<file path="src/rtl/race_pkg.sv">
// Shared race-state definitions. The state encoder, the physics engines and
// the frame scheduler all use these codes.
package race_pkg;

    localparam int RACE_STATE_W = 3;

    localparam logic [RACE_STATE_W-1:0] RACE_IDLE      = 3'd0;
    localparam logic [RACE_STATE_W-1:0] RACE_SETTING   = 3'd1;
    localparam logic [RACE_STATE_W-1:0] RACE_COUNTDOWN = 3'd3;
    localparam logic [RACE_STATE_W-1:0] RACE_RACING    = 3'd4;
    localparam logic [RACE_STATE_W-1:0] RACE_PAUSE     = 3'd5;
    localparam logic [RACE_STATE_W-1:0] RACE_FINISH    = 3'd6;

    // Frame scheduler FSM: waiting for a frame tick, or requesting updates.
    typedef enum logic {
        S_WAIT = 1'b0,
        S_REQ  = 1'b1
    } sched_state_t;

endpackage

</file>
<file path="src/rtl/frame_tick_gen.sv">
// Physics frame tick divider. Counts 0..TICK_DIV-1 while run is high and
// flags the last count as tick; clear returns the count to 0; holds otherwise.
module frame_tick_gen #(
    parameter int TICK_DIV = 1666667
) (
    input  logic clk,
    input  logic rst,
    input  logic run,
    input  logic clear,
    output logic tick
);

    localparam int CNT_W = $clog2(TICK_DIV);
    localparam logic [CNT_W-1:0] LAST_CNT = CNT_W'(TICK_DIV - 1);

    logic [CNT_W-1:0] div_cnt;

    // Divider counter: cleared outside racing/pause, frozen when not running.
    always_ff @(posedge clk) begin
        if (rst || clear) begin
            div_cnt <= '0;
        end else if (run) begin
            if (div_cnt == LAST_CNT) begin
                div_cnt <= '0;
            end else begin
                div_cnt <= div_cnt + CNT_W'(1);
            end
        end
    end

    assign tick = run && (div_cnt == LAST_CNT);

endmodule

</file>
<file path="src/rtl/physics_frame_scheduler.sv">
// Physics frame scheduler: on each frame tick, requests one update per car in
// round-robin order, rotating the start car every completed frame.
// Optional build macro: PHYS_SCHED_OVERRUN_EN compiles in the saturating
// counter of ticks dropped while a sweep is still running.
//
// Handshake: upd_req is registered and one-hot. A car's update is accepted in
// the cycle its upd_req bit and its upd_ack bit are both high while state is
// RACING; the request moves on in the next cycle. Ack bits for cars not being
// requested, and acks while req is low or the race is paused, are ignored.
module physics_frame_scheduler
    import race_pkg::*;
#(
    parameter int NUM_CARS = 2,
    parameter int TICK_DIV = 1666667
) (
    input  logic                    clk,
    input  logic                    rst,
    input  logic [RACE_STATE_W-1:0] state,
    output logic [NUM_CARS-1:0]     upd_req,
    input  logic [NUM_CARS-1:0]     upd_ack,
    output logic                    sweep_done,
    output logic [15:0]             frame_count,
    output logic [7:0]              overrun_cnt,
    output sched_state_t            dbg_state
);

    localparam int PTR_W = $clog2(NUM_CARS);
    localparam logic [PTR_W-1:0] LAST_CAR = PTR_W'(NUM_CARS - 1);

    sched_state_t fsm_q, fsm_d;
    logic [PTR_W-1:0] cur_q, cur_d;
    logic [PTR_W-1:0] served_q, served_d;
    logic [PTR_W-1:0] start_q, start_d;
    logic [NUM_CARS-1:0] req_d;
    logic racing, paused, clear, tick, ack_hit, frame_end;

    assign racing    = (state == RACE_RACING);
    assign paused    = (state == RACE_PAUSE);
    assign clear     = !racing && !paused;
    assign ack_hit   = racing && (fsm_q == S_REQ) && (|(upd_req & upd_ack));
    assign dbg_state = fsm_q;

    frame_tick_gen #(
        .TICK_DIV (TICK_DIV)
    ) u_tick (
        .clk   (clk),
        .rst   (rst),
        .run   (racing),
        .clear (clear),
        .tick  (tick)
    );

    // Next-state logic: pause freezes everything, non-racing states abort.
    always_comb begin
        fsm_d     = fsm_q;
        cur_d     = cur_q;
        served_d  = served_q;
        start_d   = start_q;
        frame_end = 1'b0;
        if (clear) begin
            fsm_d    = S_WAIT;
            cur_d    = '0;
            served_d = '0;
            start_d  = '0;
        end else if (racing) begin
            case (fsm_q)
                S_WAIT: begin
                    if (tick) begin
                        fsm_d    = S_REQ;
                        cur_d    = start_q;
                        served_d = '0;
                    end
                end
                S_REQ: begin
                    if (ack_hit) begin
                        if (served_q == LAST_CAR) begin
                            fsm_d     = S_WAIT;
                            frame_end = 1'b1;
                            start_d   = (start_q == LAST_CAR) ? '0 : start_q + PTR_W'(1);
                        end else begin
                            cur_d    = (cur_q == LAST_CAR) ? '0 : cur_q + PTR_W'(1);
                            served_d = served_q + PTR_W'(1);
                        end
                    end
                end
                default: fsm_d = S_WAIT;
            endcase
        end
        req_d = '0;
        if (racing && (fsm_d == S_REQ)) begin
            req_d = NUM_CARS'(1) << cur_d;
        end
    end

    // FSM, pointers and registered request / done outputs.
    always_ff @(posedge clk) begin
        if (rst) begin
            fsm_q      <= S_WAIT;
            cur_q      <= '0;
            served_q   <= '0;
            start_q    <= '0;
            upd_req    <= '0;
            sweep_done <= 1'b0;
        end else begin
            fsm_q      <= fsm_d;
            cur_q      <= cur_d;
            served_q   <= served_d;
            start_q    <= start_d;
            upd_req    <= req_d;
            sweep_done <= frame_end;
        end
    end

    // Completed-sweep counter, wraps naturally at 16 bits.
    always_ff @(posedge clk) begin
        if (rst) begin
            frame_count <= '0;
        end else if (frame_end) begin
            frame_count <= frame_count + 16'd1;
        end
    end

`ifdef PHYS_SCHED_OVERRUN_EN
    // A tick arriving mid-sweep is dropped and counted, saturating at 255.
    always_ff @(posedge clk) begin
        if (rst) begin
            overrun_cnt <= '0;
        end else if (tick && (fsm_q == S_REQ) && (overrun_cnt != 8'hFF)) begin
            overrun_cnt <= overrun_cnt + 8'd1;
        end
    end
`else
    assign overrun_cnt = '0;
`endif

endmodule

</file>
<file path="config.mk">
export PLATFORM = sky130hd
export DESIGN_NAME = physics_frame_scheduler
export DESIGN_NICKNAME = d
export VERILOG_FILES = /design/src/rtl/race_pkg.sv /design/src/rtl/frame_tick_gen.sv /design/src/rtl/physics_frame_scheduler.sv
export SDC_FILE = /design/constraint.sdc
export NUM_CORES = 1
export LEC_CHECK = 0
export CORE_MARGIN = 2
export CORE_UTILIZATION = 53
export DETAILED_ROUTE_END_ITERATION = 10
export PLACE_DENSITY = 0.79
export SYNTH_ARGS = -nofsm -noshare
export SYNTH_HDL_FRONTEND = slang
export SYNTH_SLANG_ARGS = --single-unit
</file>
<file path="constraint.sdc">
create_clock -name clk -period 5.16 [get_ports clk]
set_clock_uncertainty 0.15 [all_clocks]
set_input_delay 1.032 -clock clk [delete_from_list [all_inputs] [get_ports clk]]
set_output_delay 1.032 -clock clk [all_outputs]
set_load 0.01 [all_outputs]
</file>
==> load_flow_metrics.sql <==
INSERT INTO impl_metrics (metric_group, metric, value, unit) VALUES
('detailed_routing', 'routed_wl_met2', '1920', 'um'),
('detailed_routing', 'detail_route.iter0.violations', '100', ''),
('power', 'seqPwrFrac', '59.0', '%'),
('clock_network', 'post_cts_setup_buffer_count', '0', ''),
('timing', 'finalHoldViolations', '0', ''),
('timing', 'setup_total_negative_slack', '0', 'ns'),
('place', 'place.detailed.hpwl', '3020', 'um'),
('synth', 'avgSynthCellArea', '8.77', 'um2'),
('layout', 'layout-area-overhead-vs-synth', '16.0', '%'),
('global_routing', 'grt_util_all_layers', '20.0', '%'),
('timing', 'fmaxAchievable', '0.320', 'GHz'),
('power', 'power.density_cell_area', '233', 'mW/mm2'),
('global_routing', 'remaining_global_route_overflow', '0', ''),
('clock_network', 'cts_num_sinks', '44', ''),
('layout', 'antenna-diode-count', '0', ''),
('min_path', 'hold_path_startpoint', 'u_tick.div_cnt[0]', ''),
('critical_path', 'crit_path_top_delay_cell', 'sky130_fd_sc_hd__nor4_1', ''),
('power', 'ir_worst_vdd', '0.200', 'mV'),
('layout', 'fillerInstances', '352', ''),
('timing', 'max_slew_margin', '61.2', '%'),
('timing', 'min_period', '3.13', 'ns'),
('synth', 'post_synth_num_cell_types', '42', ''),
('critical_path', 'critical_path_arrival', '3.15', 'ns'),
('clock_network', 'cts.htree.levels', '2', ''),
('detailed_routing', 'via_count_normalized_by_instance_count', '5.47', ''),
('detailed_routing', 'via_count', '1735', ''),
('layout', 'multi_input_comb_area', '0.00115', 'mm2'),
('synth', 'post_synthesis_cell_area', '0.00213', 'mm2'),
('critical_path', 'timing.critical_path.max_delay_family', 'simple AND/OR/NAND/NOR gates', ''),
('floorplan', 'num_ports', '35', ''),
('layout', 'final_net_count', '276', ''),
('power', 'netSwitchingPower', '122', 'uW'),
('place', 'place_inst', '309', ''),
('critical_path', 'worstPathRequired', '5.18', 'ns'),
('critical_path', 'end_kind', 'flip-flop', ''),
('clock_network', 'root_buffer', 'sky130_fd_sc_hd__clkbuf_8', ''),
('critical_path', 'buffering_stage_count_on_the_worst_path_with_inverters_included', '1', ''),
('timing', 'final_max_slew_viol_count', '0', ''),
('synth', 'yosysSeqAreaShare', '41.3', '%'),
('global_routing', 'grt_max_degree', '22', ''),
('detailed_routing', 'routed_wire_length_per_instance', '13.0', 'um'),
('floorplan', 'floorplan.die.width', '67.4', 'um'),
('layout', 'final-instance-count-excl-fill', '317', ''),
('detailed_routing', 'drc', '0', ''),
('synth', 'post_synth_inst_count', '243', ''),
('min_path', 'worstHoldPathType', 'flip-flop to flip-flop', ''),
('clock_network', 'max-clock-path-buffers', '2', ''),
('timing', 'final_min_period_over_clock_period', '60.6', '%'),
('synth', 'synth-edff-count', '0', ''),
('power', 'internal-power', '454', 'uW'),
('floorplan', 'die_height', '67.4', 'um'),
('outcome', 'status', 'finished, final reports clean', ''),
('place', 'io_buffers', '26', ''),
('global_routing', 'vias_in_the_first_global_route', '1565', ''),
('timing', 'grt_setup_unrepaired', 'no', ''),
('global_routing', 'number_of_antenna_violations_at_the_first_check_in_global_routing', '0', ''),
('detailed_routing', 'firstDrtPassIters', '4', ''),
('critical_path', 'worstReg2RegStart', 'u_tick.div_cnt[0]', ''),
('floorplan', 'fp.dieArea', '0.00454', 'mm2'),
('power', 'netSwitchingFraction', '21.2', '%'),
('clock_network', 'clk_pin_slew_worst_paths', '0.08', 'ns'),
('critical_path', 'slowest_delay', '0.49', 'ns'),
('power', 'combPwrFrac', '2.8', '%'),
('clock_network', 'cts-buffers-inserted', '5', ''),
('synth', 'ys_warn_count', '0', ''),
('timing', 'setup_viol', '0', ''),
('synth', 'ys.flop_type', 'sky130_fd_sc_hd__dfxtp_1', ''),
('power', 'post-layout-total-power', '576', 'uW'),
('layout', 'final-seq-area', '881', 'um2'),
('detailed_routing', 'wl_met3', '170', 'um'),
('power', 'p_clk_share', '38.2', '%');
==> power by group through the flow <==
stage                     registers (uW)  clock network (uW)  logic (uW)
after CTS                            340                 225        16.1
after floorplan                      348                   0        14.6
after global placement               348                   0        15.8
after detailed placement             348                   0        16.1
final                                340                 220        16.1
after global routing                 340                 240        18.2
==> worst reg2reg max path: stages (launching register included) <==
cell	delay [ns]
sky130_fd_sc_hd__dfxtp_1	0.37
sky130_fd_sc_hd__inv_1	0.07
sky130_fd_sc_hd__ha_1	0.18
sky130_fd_sc_hd__and4b_1	0.20
sky130_fd_sc_hd__nand4_1	0.14
sky130_fd_sc_hd__nor2_1	0.07
sky130_fd_sc_hd__or2_2	0.46
sky130_fd_sc_hd__a221oi_1	0.26
==> cells by family (layout without fill, tap and decap cells) <==
kind of cell             count (synthesis)  in the layout  share of synthesized area, %
AND/OR/NAND/NOR                        125            125                          32.4
adder cells (fa/ha/maj)                  3              3                          1.76
other                                    1              8                         0.176
flip-flops                              44             44                          41.3
buffers and inverters                   23             40                          5.87
AO/OA/AOI/OAI                           12             12                          3.88
multiplexers                             2              2                         0.998
XOR/XNOR                                33             33                          13.6
==> layout make-up <==
cell class | instances | area share (%)
flip-flops and latches | 44 | 35.6
well taps | 50 | 2.53
multi-input cells | 183 | 46.6
clock inverters | 1 | 0.304
repair buffers | 26 | 10.5
clock buffers | 7 | 3.49
inverters | 6 | 0.911
==> placed cells by master, fill, tap and decap left out, types with 2 or more instances in the layout <==
| cell | count |
|---|---|
| sky130_fd_sc_hd__ha_1 | 3 |
| sky130_fd_sc_hd__conb_1 | 8 |
| sky130_fd_sc_hd__xnor2_1 | 22 |
| sky130_fd_sc_hd__nand2b_1 | 2 |
| sky130_fd_sc_hd__and3_1 | 5 |
| sky130_fd_sc_hd__nand3_1 | 12 |
| sky130_fd_sc_hd__or3b_1 | 2 |
| sky130_fd_sc_hd__nor2b_1 | 2 |
| sky130_fd_sc_hd__nor4b_1 | 3 |
| sky130_fd_sc_hd__nand2_1 | 11 |
| sky130_fd_sc_hd__xor2_1 | 11 |
| sky130_fd_sc_hd__and4b_1 | 2 |
| sky130_fd_sc_hd__inv_1 | 6 |
| sky130_fd_sc_hd__nand4_1 | 11 |
| sky130_fd_sc_hd__clkbuf_8 | 6 |
| sky130_fd_sc_hd__a21oi_1 | 4 |
| sky130_fd_sc_hd__or3_1 | 4 |
| sky130_fd_sc_hd__o21ai_0 | 2 |
| sky130_fd_sc_hd__nor2_1 | 44 |
| sky130_fd_sc_hd__nor4_1 | 8 |
| sky130_fd_sc_hd__nor3_1 | 6 |
| sky130_fd_sc_hd__and4_1 | 5 |
| sky130_fd_sc_hd__clkdlybuf4s50_1 | 26 |
| sky130_fd_sc_hd__dfxtp_1 | 44 |
==> registers in the layout, summed over array words and instances, names as in the netlist <==
name,cells
cur_q,1
dbg_state,1
frame_count,16
served_q,1
start_q,1
sweep_done,1
u_tick.div_cnt,21
upd_req,2
==> worst paths after layout <==
check,end,slack (ns),depth (start not counted)
worst max-delay path,frame_count[15],2.03,6
worst min-delay path,u_tick.div_cnt[0],0.35,2
worst max register to register,u_tick.div_cnt[1],3.15,7
worst min register to register,u_tick.div_cnt[0],0.35,2
==> routing by layer <==
layer	vias up	global-route usage (%)
met5	-	0
met4	0	5.87
met3	9	5.17
met2	49	31.9
met1	806	26.7
li1	871	-
==> synth_stat cells, types with 6 or more instances <==
| cell type | number | area, um2 |
|---|---|---|
| sky130_fd_sc_hd__nand3_1 | 12 | 60.1 |
| sky130_fd_sc_hd__inv_1 | 6 | 22.5 |
| sky130_fd_sc_hd__xor2_1 | 11 | 96.3 |
| sky130_fd_sc_hd__nor3_1 | 6 | 30.0 |
| sky130_fd_sc_hd__nor4_1 | 8 | 50.1 |
| sky130_fd_sc_hd__clkbuf_1 | 7 | 26.3 |
| sky130_fd_sc_hd__nand4_1 | 11 | 68.8 |
| sky130_fd_sc_hd__buf_4 | 8 | 60.1 |
| sky130_fd_sc_hd__xnor2_1 | 22 | 193 |
| sky130_fd_sc_hd__nand2_1 | 11 | 41.3 |
| sky130_fd_sc_hd__dfxtp_1 | 44 | 881 |
| sky130_fd_sc_hd__nor2_1 | 44 | 165 |
==> stage by stage <==
step	hold WS [ns]	area (um2)	setup slack (ns)	util, %
after floorplan	0.312	2160	2.54	-
after global placement	0.338	2380	1.80	60.3
after detailed placement	0.340	2380	1.74	60.3
after CTS	0.350	2470	2.00	62.7
after global routing	0.380	2470	1.83	62.7
final	0.346	2470	2.03	62.7
Note: power is estimated with default switching activity, not from simulation.
